### src/rtl/serial_adder_pkg.sv
// Shared types and defaults for the bit-serial adder.
// Holds the FSM state encoding and the default operand width.
package serial_adder_pkg;

   localparam int DEF_WIDTH = 8;

   typedef enum logic [1:0] {
      IDLE = 2'd0,
      ADD  = 2'd1,
      DONE = 2'd2
   } state_t;

endpackage

### src/rtl/HA.sv
// Single-bit half adder.
// Two of these form the bit-slice full adder of serial_adder.
module HA (
   input  logic a_i,
   input  logic b_i,
   output logic s_o,
   output logic c_o
);

   assign s_o = a_i ^ b_i;
   assign c_o = a_i & b_i;

endmodule

### src/rtl/serial_adder.sv
// Bit-serial adder: one result bit per clock, LSB first.
// Sum/Cout are registered and only update on the completion edge.
module serial_adder
   import serial_adder_pkg::*;
#(
   parameter int WIDTH = DEF_WIDTH
) (
   input  logic             CLK,
   input  logic             RST,
   input  logic             Start,
   input  logic [WIDTH-1:0] A,
   input  logic [WIDTH-1:0] B,
   input  logic             Cin,
   output logic             Busy,
   output logic             Done,
   output logic [WIDTH-1:0] Sum,
   output logic             Cout
);

   localparam int CW = $clog2(WIDTH);
   localparam logic [CW-1:0] LAST = CW'(WIDTH - 1);

   state_t           state_q, state_d;
   logic [WIDTH-1:0] a_q, a_d;
   logic [WIDTH-1:0] b_q, b_d;
   logic [WIDTH-1:0] res_q, res_d;
   logic [WIDTH-1:0] sum_q, sum_d;
   logic             carry_q, carry_d;
   logic             cout_q, cout_d;
   logic [CW-1:0]    cnt_q, cnt_d;

   logic s1, c1, c2;
   logic fa_s, fa_c;
   logic [WIDTH-1:0] res_sh;

   HA u_ha0 (
      .a_i (a_q[0]),
      .b_i (b_q[0]),
      .s_o (s1),
      .c_o (c1)
   );

   HA u_ha1 (
      .a_i (s1),
      .b_i (carry_q),
      .s_o (fa_s),
      .c_o (c2)
   );

   assign fa_c   = c1 | c2;
   assign res_sh = {fa_s, res_q[WIDTH-1:1]};

   always_ff @(posedge CLK) begin
      if (RST) begin
         state_q <= IDLE;
         a_q     <= '0;
         b_q     <= '0;
         res_q   <= '0;
         sum_q   <= '0;
         carry_q <= 1'b0;
         cout_q  <= 1'b0;
         cnt_q   <= '0;
      end else begin
         state_q <= state_d;
         a_q     <= a_d;
         b_q     <= b_d;
         res_q   <= res_d;
         sum_q   <= sum_d;
         carry_q <= carry_d;
         cout_q  <= cout_d;
         cnt_q   <= cnt_d;
      end
   end

   always_comb begin
      state_d = state_q;
      a_d     = a_q;
      b_d     = b_q;
      res_d   = res_q;
      sum_d   = sum_q;
      carry_d = carry_q;
      cout_d  = cout_q;
      cnt_d   = cnt_q;
      unique case (state_q)
         IDLE: begin
            if (Start) begin
               a_d     = A;
               b_d     = B;
               carry_d = Cin;
               cnt_d   = '0;
               state_d = ADD;
            end
         end
         ADD: begin
            a_d     = a_q >> 1;
            b_d     = b_q >> 1;
            res_d   = res_sh;
            carry_d = fa_c;
            // Counter holds at the last bit so it never wraps.
            if (cnt_q == LAST) begin
               sum_d   = res_sh;
               cout_d  = fa_c;
               state_d = DONE;
            end else begin
               cnt_d = cnt_q + CW'(1);
            end
         end
         DONE: begin
            state_d = IDLE;
         end
         default: begin
            state_d = IDLE;
         end
      endcase
   end

   assign Busy = (state_q == ADD);
   assign Done = (state_q == DONE);
   assign Sum  = sum_q;
   assign Cout = cout_q;

endmodule

### config.mk
export PLATFORM = sky130hd
export DESIGN_NAME = serial_adder
export DESIGN_NICKNAME = d
export VERILOG_FILES = /design/src/rtl/serial_adder_pkg.sv /design/src/rtl/HA.sv /design/src/rtl/serial_adder.sv
export SDC_FILE = /design/constraint.sdc
export NUM_CORES = 1
export LEC_CHECK = 0
export CAP_MARGIN = 20
export CELL_PAD_IN_SITES_DETAIL_PLACEMENT = 0
export CELL_PAD_IN_SITES_GLOBAL_PLACEMENT = 1
export CORE_UTILIZATION = 39
export DETAILED_ROUTE_END_ITERATION = 10
export HOLD_SLACK_MARGIN = 0.08
export PLACE_DENSITY_LB_ADDON = 0.1
export SETUP_SLACK_MARGIN = 0.05
export SYNTH_ARGS = -nofsm -noshare
export SYNTH_HDL_FRONTEND = slang
export SYNTH_HIERARCHICAL = 1
export SYNTH_SLANG_ARGS = --single-unit
### constraint.sdc
create_clock -name CLK -period 1.8 [get_ports CLK]
set_input_delay 0.27 -clock CLK [delete_from_list [all_inputs] [get_ports CLK]]
set_output_delay 0.27 -clock CLK [all_outputs]
set_load 0.01 [all_outputs]
Yosys cells after proc, flatten, opt, wreduce, memory -nomap -nowiden
Index checks and enable logic that the tools add are counted.
- bits in registers: 39
- latch bits: 0
- bits in writable memories: 0
- ROM bits: 0
- memories kept: 0
- $add $sub $neg: 1
- $mul: 0
- div/mod/pow operators: 0
- order comparisons: 0
- equality and inequality tests: 6
- shift operators: 0
- multiplexer cells: 12
- bitwise operators: 5
- reduce and logical (&&, ||, !) cells: 6
- operators by type and width (cell ; number):
    8-bit one-hot mux with 2 select lines ; 2
    8-bit two-way mux ; 2
    3-bit two-way mux ; 2
    3-bit one-hot mux with 2 select lines ; 1
    2-bit AND reduction ; 3
    2-bit two-way mux ; 2
    2-bit inequality test, second input constant ; 2
    2-bit one-hot mux with 2 select lines ; 1
    3-bit by 1-bit adder with 3-bit output, second input constant ; 1
    3-bit == test, second input constant ; 1
    3-bit AND reduction ; 1
    1-bit bitwise AND ; 2
    2-bit by 1-bit == test with 1-bit output, second input constant ; 1
    2-bit == test, second input constant ; 1
    2-bit logical NOT ; 1
    2-bit by 1-bit inequality test with 1-bit output, second input constant ; 1
    1-bit one-hot mux with 2 select lines ; 1
    2-bit nonzero test ; 1
    1-bit XOR ; 2
    1-bit two-way mux ; 1
    1-bit bitwise OR ; 1

Longest topological paths before layout
- depth after elaboration: 4
- depth in mapped cells: 7
- mapped depth without buffers: 5

Modules after synthesis
Netlist, hierarchy kept.
- by module, submodules not included (module ; instances ; cells each ; area an instance (um2)):
    serial_adder ; 1 ; 178 ; 1664.1
    HA ; 2 ; 1 ; 12.5

Worst setup path after synthesis
No wires, ideal clock.
- kind: register to register
- start: reg cnt_q[0]
- end: reg cout_q, in the netlist Cout
- arrival: 1.287 ns
- data required time: 1.675 ns
- slack: 0.388 ns
- stages on the path, launching flop included: 7
- path buffers: 1
- path through: dfxtp_1 -> ha_1 -> ha_1 -> clkbuf_1 -> nand3b_1 -> nor3_1 -> nor3_1
- cells in the longest elaborated chain, start to end: 2
- ends and longest elaborated chain (element ; line ; text):
    from (decl) ; serial_adder.sv:30 ; logic [CW-1:0] cnt_q, cnt_d;
    from (signal assigned) ; serial_adder.sv:71 ; cnt_q <= cnt_d;
    3-bit == test ; serial_adder.sv:100 ; if (cnt_q == LAST) begin
    2-bit AND reduction (no line) ; - ;
    to (signal assigned) ; serial_adder.sv:70 ; cout_q <= cout_d;
    to (decl) ; serial_adder.sv:29 ; logic cout_q, cout_d;
No other way between the ends.
A chain may end at the register's enable or synchronous reset.

Worst setup path in the final report
- start: reg state_q[0]
- end: out Busy
- cells in the longest elaborated chain, start to end: 1
- ends and longest elaborated chain (element ; line ; text):
    from (decl) ; serial_adder.sv:23 ; state_t state_q, state_d;
    from (signal assigned) ; serial_adder.sv:64 ; state_q <= state_d;
    2-bit by 1-bit == test with 1-bit output ; serial_adder.sv:117 ; assign Busy = (state_q == ADD);
    to (decl) ; serial_adder.sv:14 ; output logic Busy,
No other way between the ends.

==> run summary <==
status = finished, final reports clean
final period utilization = 0.929
Fillers = 396
endpoints failing setup = 0
crit path DAT = 1400 ps
crit path capture type = output port
Synth Area per Inst = 9.38 um2
flops & latches, synth = 38
Final TNS setup = 0 ps
Starting Density = 0.413
cells after synthesis = 180
Antenna Violating Nets Remaining = 0
clock buffer count from CTS = 5
Final Cell Area = 2130 um2
clk sinks = 38
Pins Over Slew Limit = 0
FP Rows = 23
met2 WL post-DR = 1.54 mm
Max clock buf depth = 2
CTS tree = done
Worst-Skew Late Latency = 290 ps
die area = 4600 um2
Core Box Area = 4090 um2
Die Ht = 67.8 um
clk_skew = 7.36 ps
RSZ-0062 raised after global routing = yes
Yosys cell types = 26
Port Buf Inserts = 30
initial antenna violation count = 0
met1 WL = 1.67 mm
Hold Path Stages = 2
multi-input logic area = 813 um2
largest net degree at the start of global routing = 29
clk slew on worst S/H paths = 70 ps
sequential area share after synthesis = 0.450
vias per std cell = 5.10
area delta synth->final = 26.0%
Placed Area = 2030 um2
via count = 1342
Clock Tree Root = clkbuf_8
die width = 67.8 um
final hold vios = 0
highest routed metal layer = met4
Final HPWL DP = 2.29 mm
Rel. slew slack = 0.631
vias in the first global route = 1293
leakage = 0.000781 uW
Detailed Routing Iterations Pass 1 = 2
Synthesis Warnings = 6
critical path class = reg2out
max frequency = 598 MHz
commonest non-fill, non-tap cell in the layout = dfxtp_1
Power Density = 811 nW/um2
FF-to-FF path depth = 6
ant diodes = 0
first-pass GRT wire length = 5.62 mm
drt drc = 0
commonest non-fill, non-tap cells in the layout = dfxtp_1, clkdlybuf4s50_1, nand2_1, nor2_1, a21oi_1
Syn Nets = 204
Least-Margin Pin Slew = 552 ps
total of max-cap violations = 0
Sequential Area = 764 um2
nets@finish = 236
CTS HTree Levels = 2
WL/cell = 12.9 um
routed wl met3 = 151 um
routability cong. = 0.715
share of cells above drive strength 1 = 0.155
DR iter-0 viols = 32
total I/O pin count = 31
Tot GR Track Use = 0.163
CP Max Fanout = 9
wirelength, routed = 3.40 mm
gr ovfl total = 0
synthesized area = 1690 um2
HP Class = reg2reg
VDD IR max = 0.000386 V
cts hold-fix bufs = 0
fin crit period = 1670 ps
Worst EP required = 1530 ps
startpoint types = flop
-- worst paths after layout --
check                                start  endpoint  slack (ps)
worst min register to register     carry_q   carry_q         460
worst max register to register    cnt_q[0]    Sum[7]         330
worst max-delay path            state_q[0]      Busy         130
worst min-delay path               carry_q   carry_q         460
-- metal layers --
| metal | global-route usage | vias up |
|---|---|---|
| met2 | 0.274 | 21 |
| met5 | 0 | - |
| li1 | - | 693 |
| met3 | 0.0550 | 4 |
| met4 | 0.0547 | 0 |
| met1 | 0.195 | 624 |
-- metrics by stage --
stage          worst slack, ps  utilization  std cells  total power [uW]  hold slack, ps
2_1_floorplan              388            -        180              1080             418
3_3_place_gp               289        0.496        254              1150             446
3_5_place_dp               227        0.496        254              1160             450
4_1_cts                   85.4        0.518        262              1750             461
5_1_grt                   46.4        0.521        263              1820             480
6_report                   127        0.521        263              1730             460
-- logic make-up (layout without fill, tap and decap cells) --
family,Yosys count,count (layout),share of synthesized area
and+or+nand+nor,65,65,0.168
AOI/OAI and AO/OA,41,41,0.195
adders and majority gates,4,4,0.0296
buffers and inverters,17,50,0.0681
muxes,15,15,0.0889
DFF,38,38,0.450
-- worst max-delay path, cell delays in order (launching register included) --
cell,delay (ps)
dfxtp_4,390
nand2b_1,120
clkinv_2,80
clkdlybuf4s50_1,530
-- synthesized netlist by cell type, drive strengths merged --
master | count | area [um2]
a211oi | 14 | 175
a21o | 1 | 7.51
a21oi | 18 | 90.1
a22oi | 2 | 15.0
a31oi | 3 | 18.8
buf | 11 | 91.3
clkbuf | 4 | 15.0
clkinv | 1 | 5.00
dfxtp | 38 | 761
ha | 4 | 50.1
inv | 1 | 3.75
mux2i | 15 | 150
nand2 | 26 | 97.6
nand2b | 1 | 6.26
nand3 | 12 | 60.1
nand3b | 2 | 15.0
nor2 | 18 | 67.6
nor2b | 1 | 6.26
nor3 | 3 | 15.0
nor3b | 1 | 7.51
nor4b | 1 | 8.76
o21ai | 1 | 5.00
o21ba | 1 | 10.0
o21bai | 1 | 7.51
-- flip-flops by register name (all words and copies together) (netlist names) --
| signal | flops |
|---|---|
| Sum | 8 |
| carry_q | 1 |
| cnt_q | 3 |
| Cout | 1 |
| state_q | 2 |
| res_q | 7 |
| a_q | 8 |
| b_q | 8 |
-- layout make-up --
cell class,count,share of cell area
clock inverters,1,0.00235
inverters,2,0.00412
well taps,50,0.0294
multi-input cells,125,0.382
clock buffers,7,0.0406
repair buffers,40,0.182
flip-flops and latches,38,0.359
-- timing repair --
action	CTS	global route
buffers inserted	0	1
gates resized for setup	1	1
endpoints found under the setup margin	1	2
pin swaps	0	1
-- report_power, final --
| part | leakage [uW] | internal [uW] | switching, uW |
|---|---|---|---|
| logic | 0.000422 | 118 | 113 |
| registers | 0.000311 | 879 | 22.9 |
| clock network | 0.0000482 | 309 | 284 |
(Power assumes the default switching activity.)
==> edit 1 (same flow settings) <==
The 3 states of `state_t` get a one-hot encoding in 3 bits.
--- a/src/rtl/serial_adder_pkg.sv
+++ b/src/rtl/serial_adder_pkg.sv
@@ -5,8 +5,8 @@
    localparam int DEF_WIDTH = 8;
 
-   typedef enum logic [1:0] {
-      IDLE = 2'd0,
-      ADD  = 2'd1,
-      DONE = 2'd2
+   typedef enum logic [2:0] {
+      IDLE = 3'b001,
+      ADD  = 3'b010,
+      DONE = 3'b100
    } state_t;
 
Function: same outputs for any inputs over 10 cycles, from zero or initial values and one cycle with RST high; not proved beyond that.
==> edit 1 against the unedited design <==
Final cell count up 3.0%; non-clock buffer count up 3; routed wire length up 7.8%; first-iteration DRC count rose to 2.7 times the old value; worst hold slack worse by 0.0059 ns; cell area up 2.4%; power up 5.0%; sequential cell count up 1; worst setup slack better by 0.023 ns; synthesized area up 1.3%.
==> edit 1: results (changes against the unedited design) <==
[yosys]
prevailing_post_synth_register_cell=dfxtp_1
yosys-top-cells-count=dfxtp_1, nand2_1, a21oi_1, o22ai_1, inv_1
mappedNetlistNets=210  ; +2.9%
postSynth.asyncResetShare_pct=0  ; unchanged
yosysWarnings=6  ; unchanged
yosys-top-cells-area=dfxtp_1, nand2_1, a211oi_2
synth_cell_types=36  ; +38%
synth_seq_area_share_pct=45.6  ; +0.61 points

[timing]
layout_worst_path_cycle_share_pct=91.7  ; -1.3 points
clock_skew_ns=0.00255  ; -0.00481 ns
worstMarginPinSlew_ns=0.451  ; -0.101 ns
timing.final.max_slew_violations=0  ; unchanged

[grt]
grt_start_max_net_pins=23  ; -21%
grt_pass1_vias=1311  ; +1.4%
grt_antenna_before_repair=0  ; unchanged
first_pass_grt_wire_length_mm=6.15  ; +9.5%
grtUsageTotal_pct=18.2  ; +1.9 points

[worst_setup_path]
dominant_delay_contributor_by_cell_family_on_the_critical_path=simple AND/OR/NAND/NOR gates
rrSetupSlack_ns=0.24  ; -0.09 ns
critical-path-slowest-cell=or3b_1
cp.arrival_ns=1.38  ; -0.02 ns
crit_path_max_incr_delay_ns=0.43  ; -0.10 ns
critPathLaunch=state_q[2]$_SDFFE_PP0P_
reg2reg_from=cnt_q[1]$_SDFFE_PP0P_
worst-path-max-fanout=3  ; -6
r2r_cells=6  ; unchanged

[layout]
finish.net_count=244  ; +3.4%
insertedDiodeCount=0  ; unchanged
layout-drive-gt1-share_pct=15.4  ; -0.11 points
n_fill_cell=381  ; -3.8%

[min_path]
hold_path_startpoint=Sum[3]$_SDFFE_PP0P_
hold_path_class=reg2reg

[detailed_routing]
drtPass1Iterations=4  ; +2
drt_iter0_drc=85  ; +170%
vias=1394  ; +3.9%
drt-wirelength-per-cell_microns=13.5  ; +4.6%

[place]
placement.setup.worst_slack_ns=0.150  ; -0.0766 ns
post_dp_cell_area_sq_um=2080  ; +2.8%
final_gp_congestion=0.706  ; -1.2%
dp_hpwl_mm=2.56  ; +12%
place.port_buffers=30  ; unchanged

[pwr]
vdd_ir_drop_max_mv=0.443  ; +15%
p_leak_nw=0.825  ; +5.6%

[clocking]
ctsRootBufferMaster=clkbuf_8
numCtsBuffers=5  ; unchanged
htreeDepth=2  ; unchanged
post_cts.repair.setup_buffers=0  ; unchanged
clkTransAtPathRegs_ns=0.07  ; about the same

[run_status]
run_status=finished, final reports clean

edit 1: area by class of cell:
class                           instances  area (sq um)  share of cell area [%]
Clock buffer                            8           100                    4.59
Inverter                               11          41.3                    1.89
Multi-Input combinational cell        120           800                    36.7
Sequential cell                        39           781                    35.8
Tap cell                               50          62.6                    2.87
Timing Repair Buffer                   43           395                    18.1
edit 1: power breakdown:
group	switching, mW	total (mW)	internal, mW
Sequential	0.0236	0.932	0.908
Combinational	0.112	0.235	0.123
Clock	0.295	0.644	0.350
Total	0.431	1.81	1.38
edit 1: final timing paths:
check	endpoint
min	Sum[3]$_SDFFE_PP0P_
max	Busy
min reg2reg	Sum[3]$_SDFFE_PP0P_
max reg2reg	Cout$_SDFFE_PP0P_
edit 1: worst min-delay path, cell delays in order (launching register included):
cell,delay (ns)
dfxtp_1,0.31
nand2_1,0.05
a21oi_1,0.05
edit 1: cell families after synthesis:
kind of cell | share of synthesized area [%]
AOI/OAI and AO/OA | 24.4
and+or+nand+nor | 18.2
adders and majority gates | 2.93
muxes | 1.17
buffers and inverters | 7.61
DFF | 45.6
edit 1: what timing repair did:
item                       4_1_cts  5_1_grt
hold endpoints to repair         0        0
resized for setup                2        0
setup endpoints to repair        2        0
edit 1: metrics by stage:
stage	hold slack (ns)	total power, mW	util (%)	std cells
after floorplan	0.432	1.11	-	186
after global placement	0.443	1.18	50.6	263
after detailed placement	0.447	1.19	50.6	263
after CTS	0.458	1.84	53.0	271
after global routing	0.478	1.90	53.0	271
final	0.454	1.81	53.0	271
edit 1: per-layer routing:
metal  vias to the layer above  track usage, %  wire (microns)
li1                        722               -               -
met1                       643            23.1            1820
met2                        24            28.6            1650
met3                         5            5.67             129
met4                         0            7.03              57
met5                         -               0               0
==> edit 2 (config.mk and constraints unchanged) <==
Without the edit above. `DEF_WIDTH`: 8 -> 16.
--- a/src/rtl/serial_adder_pkg.sv
+++ b/src/rtl/serial_adder_pkg.sv
@@ -3,5 +3,5 @@
 package serial_adder_pkg;
 
-   localparam int DEF_WIDTH = 8;
+   localparam int DEF_WIDTH = 16;
 
    typedef enum logic [1:0] {
Ports: changed (resized A, B and Sum); port bits go from 31 to 55. The function was not compared with the original's and may differ.
==> edit 2 against the unedited design <==
Sequential cell count grew 33; worst setup slack got worse by 0.064 ns; cell area is 72% higher; count of clock-buffer cells in the layout is 4 higher; clock skew is 0.0034 ns higher; clock power up 130%; die area is 63% higher; synthesized cell count is 78% higher; largest cell class is now registers; via count rose by 78%; sequential power up 86%; power up 100%; routed wire length increased by 84%; fmax fell by 3.7%; synthesized area is 65% higher; highest routed layer unchanged.
==> edit 2: results (changes against the unedited design) <==
[grt]
grt_pass1_vias=2053  ; +59%
grt_start_max_net_pins=34  ; +17%
grtUsageTotal_pct=17.6  ; +1.2 points
first_pass_grt_wire_length_mm=10.2  ; +81%
grt_antenna_before_repair=0  ; unchanged

[clocking]
htreeDepth=3  ; +1
clkTransAtPathRegs_ns=0.07  ; about the same
numCtsBuffers=9  ; +4
post_cts.repair.setup_buffers=0  ; unchanged
clockBufferDepth=2  ; unchanged
ctsRootBufferMaster=clkbuf_8
clock_latency_ns=0.33  ; +0.04 ns

[place]
dp_hpwl_mm=3.89  ; +70%
final_gp_congestion=0.720  ; +0.77%
place.port_buffers=54  ; +80%
placement.setup.worst_slack_ns=0.0560  ; -0.171 ns

[yosys]
yosys-top-cells-count=dfxtp_1, nand2_1, a21oi_1, nor2_1, a211oi_1
postSynth.asyncResetShare_pct=0  ; unchanged
synth_cell_types=33  ; +27%
synth_seq_area_share_pct=50.9  ; +5.9 points
mappedNetlistNets=360  ; +76%
yosysWarnings=6  ; unchanged
yosys-top-cells-area=dfxtp_1, a21oi_1, nand2_1

[run_status]
run_status=finished, final reports clean

[layout]
n_fill_cell=669  ; +69%
finish.net_count=412  ; +75%
insertedDiodeCount=0  ; unchanged
layout-drive-gt1-share_pct=11.9  ; -3.6 points

[worst_setup_path]
worst-path-max-fanout=2  ; -7
crit_path_max_incr_delay_ns=0.63  ; +0.10 ns
critical-path-slowest-cell=or4b_2
dominant_delay_contributor_by_cell_family_on_the_critical_path=simple AND/OR/NAND/NOR gates
path_common_cell=ha_1

[detailed_routing]
drt-wirelength-per-cell_microns=13.2  ; +2.1%
vias=2391  ; +78%
drt_iter0_drc=106  ; +230%
drtPass1Iterations=5  ; +3

[pwr]
p_leak_nw=1.39  ; +77%
vdd_ir_drop_max_mv=0.422  ; +9.3%

[min_path]
hold_path_class=in2reg

[timing]
clock_skew_ns=0.0108  ; +0.00344 ns
worstMarginPinSlew_ns=0.451  ; -0.101 ns

==> edit 2: what timing repair did <==
action                     4_1_cts  5_1_grt
pin swaps                        0        0
setup endpoints to repair        1       19
resized for setup                2        3
hold buffers                     0        0
==> edit 2: report_power, final <==
part           internal, mW  switching [mW]
combinational         0.175           0.198
sequential             1.64          0.0359
clock                 0.819           0.575
total                  2.64           0.810
==> edit 2: stage by stage <==
stage	area (sq um)	instances	utilization (%)
after floorplan	2790	321	-
after global placement	3430	458	49.9
after detailed placement	3430	458	49.9
after CTS	3650	474	53.2
after global routing	3670	474	53.4
final	3670	474	53.4
==> edit 2: worst paths after layout <==
kind / endpoint / slack (ns) / cells after the start / startpoint
max: carry_q$_SDFFE_PP0P_ / 0.06 / 5 / a_q[0]$_SDFFE_PP0P_
min: state_q[1]$_SDFFE_PP0P_ / 0.43 / 3 / RST
min reg2reg: carry_q$_SDFFE_PP0P_ / 0.46 / 2 / carry_q$_SDFFE_PP0P_
max reg2reg: carry_q$_SDFFE_PP0P_ / 0.06 / 5 / a_q[0]$_SDFFE_PP0P_
==> edit 2: logic make-up after synthesis <==
group	count (synthesis)	share of synthesized area (%)
and+or+nand+nor	112	17.1
AOI/OAI and AO/OA	108	25.6
DFF	71	50.9
buffers and inverters	27	5.02
adders and majority gates	3	1.35
==> edit 2: layout make-up <==
type                    instances  area share [%]
clock buffers                  11            3.86
inverters                       2           0.273
well taps                      96            3.28
multi-input cells             223            33.8
flip-flops and latches         71            38.8
repair buffers                 66            17.8
clock inverters                 5            2.22
==> edit 2: worst reg2reg max path: stages, from the launching register on <==
cell	delay, ns
dfxtp_2	0.32
ha_1	0.28
ha_1	0.20
or4b_2	0.63
o211ai_1	0.10
a21oi_1	0.09
==> edit 2: layer usage <==
layer	wire length, microns	up-vias	GRT usage [%]
li1	-	1233	-
met1	3320	1106	26.0
met2	2590	42	24.7
met3	250	10	3.62
met4	99	0	7.27
met5	0	-	0
